<file path="src/rtl/imem_fetch_ctrl_if.sv">
// ============================================================================
//  Module      : imem_fetch_ctrl_if
//  Description : Loader, instruction-memory, redirect and decode channels
//                of the instruction fetch sequencer.
//  Revision    : 1.0 - initial release
// ============================================================================
`default_nettype none

interface imem_fetch_ctrl_if;
  logic        load_valid;
  logic        load_ready;
  logic [31:0] load_addr;
  logic [31:0] load_data;

  logic [31:0] mem_addr;
  logic        mem_we;
  logic [31:0] mem_wdata;
  logic [31:0] mem_rdata;

  logic        redirect_valid;
  logic [31:0] redirect_target;

  logic        inst_valid;
  logic        inst_ready;
  logic [31:0] inst;
  logic [31:0] inst_pc;

  modport slave (
    input  load_valid, load_addr, load_data, mem_rdata,
    input  redirect_valid, redirect_target, inst_ready,
    output load_ready, mem_addr, mem_we, mem_wdata,
    output inst_valid, inst, inst_pc
  );

  modport master (
    output load_valid, load_addr, load_data, mem_rdata,
    output redirect_valid, redirect_target, inst_ready,
    input  load_ready, mem_addr, mem_we, mem_wdata,
    input  inst_valid, inst, inst_pc
  );
endinterface

`default_nettype wire

</file>
<file path="src/rtl/imem_fetch_ctrl.sv">
// ============================================================================
//  Module      : imem_fetch_ctrl
//  Description : Instruction memory sequencer: loader arbitration in BOOT,
//                PC-driven fetch with valid/ready output stage in RUN.
//  Revision    : 1.0 - initial release
// ============================================================================
`default_nettype none

module imem_fetch_ctrl #(
  parameter int          DEPTH    = 16,
  parameter logic [31:0] RESET_PC = 32'h0000_0000,
  parameter int          CNT_W    = 16
) (
  input  wire              clk,
  input  wire              reset,
  input  wire              start,
  input  wire              halt_req,
  imem_fetch_ctrl_if.slave bus,
  output logic [1:0]       state_o,
  output logic             err_misalign,
  output logic [CNT_W-1:0] issue_count
);

  typedef enum logic [1:0] {
    S_BOOT = 2'b00,
    S_RUN  = 2'b01,
    S_HALT = 2'b10
  } state_t;

  localparam logic [29:0]      DEPTH_IDX = 30'(DEPTH);
  localparam logic [CNT_W-1:0] CNT_ONE   = {{(CNT_W-1){1'b0}}, 1'b1};

  state_t           state_q, state_d;
  logic [31:0]      pc_q, pc_d;
  logic             inst_valid_q, inst_valid_d;
  logic [31:0]      inst_q, inst_d;
  logic [31:0]      inst_pc_q, inst_pc_d;
  logic             err_q, err_d;
  logic [CNT_W-1:0] cnt_q, cnt_d;

  logic handshake;
  logic pc_in_range;

  assign handshake   = inst_valid_q && bus.inst_ready;
  assign pc_in_range = (pc_q[31:2] < DEPTH_IDX);

  always_ff @(posedge clk or posedge reset) begin
    if (reset) begin
      state_q      <= S_BOOT;
      pc_q         <= RESET_PC;
      inst_valid_q <= 1'b0;
      inst_q       <= 32'h0;
      inst_pc_q    <= 32'h0;
      err_q        <= 1'b0;
      cnt_q        <= '0;
    end else begin
      state_q      <= state_d;
      pc_q         <= pc_d;
      inst_valid_q <= inst_valid_d;
      inst_q       <= inst_d;
      inst_pc_q    <= inst_pc_d;
      err_q        <= err_d;
      cnt_q        <= cnt_d;
    end
  end

  always_comb begin
    state_d        = state_q;
    pc_d           = pc_q;
    inst_valid_d   = inst_valid_q;
    inst_d         = inst_q;
    inst_pc_d      = inst_pc_q;
    err_d          = err_q;
    cnt_d          = cnt_q;
    bus.load_ready = 1'b0;
    bus.mem_addr   = pc_q;
    bus.mem_we     = 1'b0;
    bus.mem_wdata  = 32'h0;

    // A handshake retires the output word in every state.
    if (handshake) begin
      cnt_d        = cnt_q + CNT_ONE;
      inst_valid_d = 1'b0;
    end

    case (state_q)
      S_BOOT: begin
        bus.load_ready = 1'b1;
        bus.mem_addr   = bus.load_addr;
        bus.mem_we     = bus.load_valid;
        bus.mem_wdata  = bus.load_data;
        if (start) begin
          state_d = S_RUN;
          pc_d    = RESET_PC;
        end
      end

      S_RUN: begin
        if (bus.redirect_valid) begin
          inst_valid_d = 1'b0;
          if (bus.redirect_target[1:0] == 2'b00) begin
            pc_d = bus.redirect_target;
          end else begin
            err_d   = 1'b1;
            state_d = S_HALT;
          end
        end else if (halt_req) begin
          state_d = S_HALT;
        end else if (!inst_valid_q || bus.inst_ready) begin
          if (pc_in_range) begin
            inst_d       = bus.mem_rdata;
            inst_pc_d    = pc_q;
            inst_valid_d = 1'b1;
            pc_d         = pc_q + 32'd4;
          end else begin
            state_d = S_HALT;
          end
        end
      end

      S_HALT: begin
        if (start) begin
          state_d      = S_BOOT;
          inst_valid_d = 1'b0;
          pc_d         = RESET_PC;
        end
      end

      default: begin
        state_d = S_BOOT;
      end
    endcase
  end

  assign bus.inst_valid = inst_valid_q;
  assign bus.inst       = inst_q;
  assign bus.inst_pc    = inst_pc_q;
  assign state_o        = state_q;
  assign err_misalign   = err_q;
  assign issue_count    = cnt_q;

endmodule

`default_nettype wire

</file>
<file path="src/flat_wrapper.sv">
// flat-port wrapper written by rule: the top's interface ports become plain ports
module imem_fetch_ctrl_flat 
#(
  parameter int          DEPTH    = 16,
  parameter logic [31:0] RESET_PC = 32'h0000_0000,
  parameter int          CNT_W    = 16
)
  (clk, reset, start, halt_req, state_o, err_misalign, issue_count, bus_load_valid, bus_load_addr, bus_load_data, bus_mem_rdata, bus_redirect_valid, bus_redirect_target, bus_inst_ready, bus_load_ready, bus_mem_addr, bus_mem_we, bus_mem_wdata, bus_inst_valid, bus_inst, bus_inst_pc);
  imem_fetch_ctrl_if bus_i ();
  input  wire clk;
  input  wire reset;
  input  wire start;
  input  wire halt_req;
  output logic [1:0] state_o;
  output logic err_misalign;
  output logic [CNT_W-1:0] issue_count;
  input wire logic [$bits(bus_i.load_valid)-1:0] bus_load_valid;
  input wire logic [$bits(bus_i.load_addr)-1:0] bus_load_addr;
  input wire logic [$bits(bus_i.load_data)-1:0] bus_load_data;
  input wire logic [$bits(bus_i.mem_rdata)-1:0] bus_mem_rdata;
  input wire logic [$bits(bus_i.redirect_valid)-1:0] bus_redirect_valid;
  input wire logic [$bits(bus_i.redirect_target)-1:0] bus_redirect_target;
  input wire logic [$bits(bus_i.inst_ready)-1:0] bus_inst_ready;
  output wire logic [$bits(bus_i.load_ready)-1:0] bus_load_ready;
  output wire logic [$bits(bus_i.mem_addr)-1:0] bus_mem_addr;
  output wire logic [$bits(bus_i.mem_we)-1:0] bus_mem_we;
  output wire logic [$bits(bus_i.mem_wdata)-1:0] bus_mem_wdata;
  output wire logic [$bits(bus_i.inst_valid)-1:0] bus_inst_valid;
  output wire logic [$bits(bus_i.inst)-1:0] bus_inst;
  output wire logic [$bits(bus_i.inst_pc)-1:0] bus_inst_pc;
  assign bus_i.load_valid = bus_load_valid;
  assign bus_i.load_addr = bus_load_addr;
  assign bus_i.load_data = bus_load_data;
  assign bus_i.mem_rdata = bus_mem_rdata;
  assign bus_i.redirect_valid = bus_redirect_valid;
  assign bus_i.redirect_target = bus_redirect_target;
  assign bus_i.inst_ready = bus_inst_ready;
  assign bus_load_ready = bus_i.load_ready;
  assign bus_mem_addr = bus_i.mem_addr;
  assign bus_mem_we = bus_i.mem_we;
  assign bus_mem_wdata = bus_i.mem_wdata;
  assign bus_inst_valid = bus_i.inst_valid;
  assign bus_inst = bus_i.inst;
  assign bus_inst_pc = bus_i.inst_pc;
  imem_fetch_ctrl #(.DEPTH(DEPTH), .RESET_PC(RESET_PC), .CNT_W(CNT_W)) u_core (.clk(clk), .reset(reset), .start(start), .halt_req(halt_req), .bus(bus_i), .state_o(state_o), .err_misalign(err_misalign), .issue_count(issue_count));
endmodule
</file>
<file path="config.mk">
export PLATFORM = sky130hd
export DESIGN_NAME = imem_fetch_ctrl_flat
export DESIGN_NICKNAME = d
export VERILOG_FILES = /design/src/rtl/imem_fetch_ctrl_if.sv /design/src/rtl/imem_fetch_ctrl.sv /design/src/flat_wrapper.sv
export SDC_FILE = /design/constraint.sdc
export NUM_CORES = 1
export LEC_CHECK = 0
export ABC_AREA = 1
export BUFFER_PORTS_ARGS = -buffer_cell sky130_fd_sc_hd__buf_2
export CORE_AREA = 2 2 154 96
export DETAILED_ROUTE_END_ITERATION = 10
export DIE_AREA = 0 0 156 98
export GPL_TIMING_DRIVEN = 0
export PLACE_DENSITY = 0.79
export SYNTH_ARGS = -nofsm -noshare
export SYNTH_HDL_FRONTEND = slang
export SYNTH_SLANG_ARGS = --single-unit
</file>
<file path="constraint.sdc">
create_clock -name clk -period 4.6 [get_ports clk]
set_clock_uncertainty 0.05 [all_clocks]
set_input_delay 0.23 -clock clk [delete_from_list [all_inputs] [get_ports clk]]
set_output_delay 0.23 -clock clk [all_outputs]
set_load 0.03 [all_outputs]
</file>
After elaboration in Yosys (flattened, before gate mapping)
Index checks and enable logic that the tools add are counted.

cells by class
  $add $sub $neg = 2
  order comparisons = 1
  eq/ne operators = 12
  muxes and demuxes = 26
  bitwise logic cells = 3
  reduce and logical (&&, ||, !) cells = 11

operators by type and width
  cell                     number
  $mux W32                 8
  $pmux W32 S2             1
  $add A32 B3 Y32 const B  1
  $lt A30 B5 Y1 const B    1
  $add A16 B1 Y16 const B  1
  $mux W2                  7
  $reduce_and A5 Y1        2
  $ne A3 B2 Y1 const B     3
  $mux W1                  8
  $ne A3 B3 Y1 const B     2
  $pmux W2 S3              1
  $reduce_and A6 Y1        1
  $logic_not A2 Y1         2
  $ne A2 B2 Y1 const B     2
  $ne A4 B3 Y1 const B     1
  $ne A4 B4 Y1 const B     1
  $not A1 Y1               3
  $reduce_and A3 Y1        1
  $eq A2 B1 Y1 const B     1
  $eq A2 B2 Y1 const B     1
  $ne A2 B1 Y1 const B     1
  $pmux W1 S2              1
  $reduce_bool A2 Y1       1
  $reduce_or A2 Y1         1
  3 further kinds          3

storage, ports and cells
  flip-flop bits (word level) = 116
  input bits = 135
  logic and storage cells = 62

Longest topological paths before layout
  depth after elaboration = 7
  gate-level depth with buffers = 12
  mapped depth without buffers = 11

Worst setup path before layout
No wires, ideal clock.

  path type = reg-to-output
  start point = register u_core.state_q[0] (netlist: u_core.state_o[0])
  end point = output bus_mem_addr[10]
  data arrival time = 2,018 ps
  required time = 4,320 ps
  path slack = 2,302 ps
  stages on the path, launching flop included = 7
  buffers on the path = 2
  path through = dfrtp_1 -> inv_1 -> ha_1 -> clkbuf_1 -> clkbuf_1 -> nand2_1 -> o21ai_0

between the ends
  longest elaborated chain between the ends = 2

RTL lines
  element                 RTL line               RTL
  start, declared         imem_fetch_ctrl.sv:33  state_t state_q, state_d;
  start signal, assigned  imem_fetch_ctrl.sv:57  state_q <= state_d;
  $logic_not A2 Y1        imem_fetch_ctrl.sv:86  case (state_q)
  $mux W32                imem_fetch_ctrl.sv:86
  end, declared           flat_wrapper.sv:25     output wire logic [$bits(bus_i.mem_addr)-1:0] bus_mem_addr;

No other way between the ends.

Worst setup path after layout
  start point = register u_core.state_q[0] (netlist: u_core.state_o[0])
  end point = output bus_mem_addr[24]

Same word-level chain as after synthesis.

==> summary.md <==
| Metric | Value |
|---|---|
| CTS clk-pin slew, worst paths | 0.06 ns |
| Seq/Total Area, Yosys | 44.7% |
| DR pass1 iterations | 5 |
| Die height | 98 um |
| DIE WIDTH | 156 um |
| # rows | 34 |
| Area Overhead vs Synth | 37.8% |
| GR Util met2 | 46.4% |
| DP Area | 0.00817 mm2 |
| Status | completed |
| Synthesized Nets | 1,087 |
| Hold WC Path Type | in -> reg |
| Wirelength per Cell | 15.7 um |
| Final Max Slew Viols | 0 |
| Crit. End Element | output pin |
| Ratio of cells with drive above 1 in the final layout | 27.1% |
| Endpoints failing setup | 0 |
| Total Wirelength | 23,000 um |
| Largest net degree at the start of global routing | 82 |
| Post-route cell area | 0.00894 mm2 |
| WS Path Type | reg -> out |
| Normalized max-slew margin | 50.9% |
| #FFs+latches synth | 116 |
| Setup TNS | 0 ns |
| Worst Hold Slack | 0.0152 ns |
| Crit start category | flip-flop |
| Max cap viols | 0 |
| RSZ-0062 raised after global routing | false |
| Final Cycle Share | 67.4% |
| Most used DFF post-synth | dfrtp_1 |
| # Post-CTS Setup Buffers | 0 |
| Vias/cell | 5.01 |
| Final antenna-violating net count | 0 |
| DP Wirelength | 17,800 um |
| Initial antenna violation count | 0 |
| Maximum vdd drop | 0.400 mV |
| # diodes | 0 |
| Global-route wire length before repair | 36,300 um |
| GRT Util Overall | 30.8% |
| Post-synthesis cell type count | 30 |
| Placed Cells | 1,411 |
| Maximum clock frequency | 322 MHz |
| Post-synth EDFFs | 0 |
| CTS Buf Count | 17 |
| Crit path required time | 4.32 ns |
| Max Root-Sink Buffers | 2 |
| Ports | 285 |
| Starting density of the core | 46.4% |
| RePlAce Congestion | 0.998 |
| Crit path max fanout | 10 |
| # DRC | 0 |
| TritonCTS clock tree | yes |
| Crit path DAT | 2.82 ns |
| Most Crowded Layer GR | met2 |
| Total clock sinks | 116 |
| Clk_lat worst skew | 0.41 ns |
| Worst-margin pin slew | 0.737 ns |
| Synth warn | 0 |
| DRT iter0 DRCs | 630 |
| Vias in the first global route | 6,875 |
| Pwr per Cell Area | 656 mW/mm2 |
| Die area | 0.0153 mm2 |
| Mapped cell area | 0.00649 mm2 |
| Tmin final | 3.10 ns |
| Port Buffers | 284 |
| Met1 Usage GRT | 45.5% |
| Final #Nets | 1,407 |
| CTS Root Buffer Type | clkbuf_16 |
| Core area | 0.0140 mm2 |
| Grt ovf | 0 |
| Cells after synthesis | 946 |
| Lkg Pwr | 0.00544 uW |
| Grt met3 use | 6.92% |
| Async set-reset flop share out of synthesis | 100% |
| Total vias in the final route | 7,303 |
| Syn Area/Cell | 6.86 um2 |
| Finished Layout Cells | 1,459 |
| Final Hold Vio Count | 0 |
| Htree depth | 4 |
## through the flow
stage | util [%] | total power, uW | worst slack [ns]
2_1_floorplan | - | 3500 | 1.25
3_3_place_gp | 58.1 | 4420 | -0.123
3_5_place_dp | 58.4 | 4470 | 1.91
4_1_cts | 63.9 | 5870 | 1.47
5_1_grt | 63.9 | 6240 | 1.36
6_report | 63.9 | 5870 | 1.50
## layout by cell type, fill, tap and decap left out, types with 2 or more instances in the layout
master | Yosys | final
bufinv_16 | 0 | 2
nand3_1 | 78 | 78
dfrtp_1 | 116 | 116
inv_8 | 0 | 3
inv_6 | 0 | 8
ha_1 | 6 | 6
o21ai_0 | 52 | 52
nor3_1 | 2 | 2
inv_1 | 114 | 113
or2_2 | 2 | 2
clkbuf_16 | 0 | 17
inv_2 | 3 | 3
clkinvlp_4 | 0 | 2
nor2_2 | 2 | 2
buf_2 | 14 | 298
nor2_1 | 77 | 77
xor2_1 | 11 | 11
dlygate4sd3_1 | 0 | 16
buf_6 | 3 | 3
clkbuf_1 | 17 | 17
a21oi_1 | 7 | 7
nand4_1 | 2 | 2
o21ai_1 | 8 | 8
xnor2_1 | 11 | 11
nand2_1 | 409 | 409
buf_1 | 2 | 2
## logic make-up (layout without fill, tap and decap cells)
logic type | Yosys count | in the layout | share of synthesized area (%)
buf+inv | 153 | 486 | 9.46
fa+ha+maj | 6 | 6 | 1.16
compound gates | 69 | 69 | 5.38
simple gates | 580 | 580 | 36.3
xor+xnor | 22 | 22 | 2.97
flops | 116 | 116 | 44.7
## critical path, cell delays in order (launching register included)
cell	delay (ns)
dfrtp_1	0.45
inv_1	0.11
ha_1	0.37
clkbuf_1	0.58
clkbuf_1	0.48
nand2_1	0.10
o21ai_0	0.10
buf_2	0.23
## path summary, 6_finish.rpt
| kind | cells past startpoint | start | to | slack [ns] |
|---|---|---|---|---|
| max in group asynchronous | 4 | reset | u_core.pc_q[30]$_DFFE_PP0P_ | 3.46 |
| hold reg to reg | 2 | u_core.bus.inst_pc[19]$_DFFE_PP0P_ | u_core.bus.inst_pc[19]$_DFFE_PP0P_ | 0.41 |
| hold / removal | 3 | bus_mem_rdata[23] | u_core.bus.inst[23]$_DFFE_PP0P_ | 0.02 |
| min in group asynchronous | 3 | reset | u_core.bus.inst_pc[10]$_DFFE_PP0P_ | 0.31 |
| setup reg to reg | 8 | u_core.state_o[0]$_DFFE_PP0P_ | u_core.pc_q[0]$_DFFE_PP0P_ | 2.23 |
| setup / recovery | 7 | u_core.state_o[0]$_DFFE_PP0P_ | bus_mem_addr[24] | 1.50 |
## routing by layer
layer | share of wire (%) | vias to the layer above
met2 | 43 | 372
met4 | 1.5 | 0
met3 | 9.1 | 33
met5 | 0 | -
met1 | 46 | 3361
li1 | - | 3537
## cells in the mapped netlist, types with 3 or more instances
| library cell | instances | area share (%) |
|---|---|---|
| a21oi_1 | 7 | 0.54 |
| buf_2 | 14 | 1.1 |
| buf_6 | 3 | 0.52 |
| clkbuf_1 | 17 | 0.98 |
| dfrtp_1 | 116 | 45 |
| ha_1 | 6 | 1.2 |
| inv_1 | 114 | 6.6 |
| inv_2 | 3 | 0.17 |
| nand2_1 | 409 | 24 |
| nand3_1 | 78 | 6.0 |
| nor2_1 | 77 | 4.5 |
| o21ai_0 | 52 | 4.0 |
| o21ai_1 | 8 | 0.62 |
| xnor2_1 | 11 | 1.5 |
| xor2_1 | 11 | 1.5 |
## sequential cells by signal, summed over array words and instances, names as in the netlist
register / cells
u_core.issue_count: 16
u_core.bus.inst: 32
u_core.pc_q: 32
u_core.state_o: 2
u_core.err_misalign: 1
u_core.bus.inst_valid: 1
u_core.bus.inst_pc: 32
## what timing repair did
item / CTS / global route
hold buffers: 16 / 0
hold endpoints to repair: 50 / 0
endpoints found under the setup margin: 0 / 0
resized for setup: 0 / 0
## where the power goes
| part | total, uW | switching, uW | leakage, uW | internal (uW) |
|---|---|---|---|---|
| registers | 1610 | 303 | 0.00159 | 1310 |
| logic | 2880 | 2090 | 0.00356 | 790 |
| clock network | 1380 | 553 | 0.000295 | 826 |
## final cells by class
cell class / count / area, um2
clock inverters: 15 / 186
clock buffers: 17 / 425
inverters: 117 / 444
multi-input cells: 677 / 2970
fillers: 1282 / 5050
well taps: 180 / 225
repair buffers: 301 / 1610
flip-flops and latches: 116 / 2900
plain buffers: 36 / 175
Power figures use the tool's default switching activity.
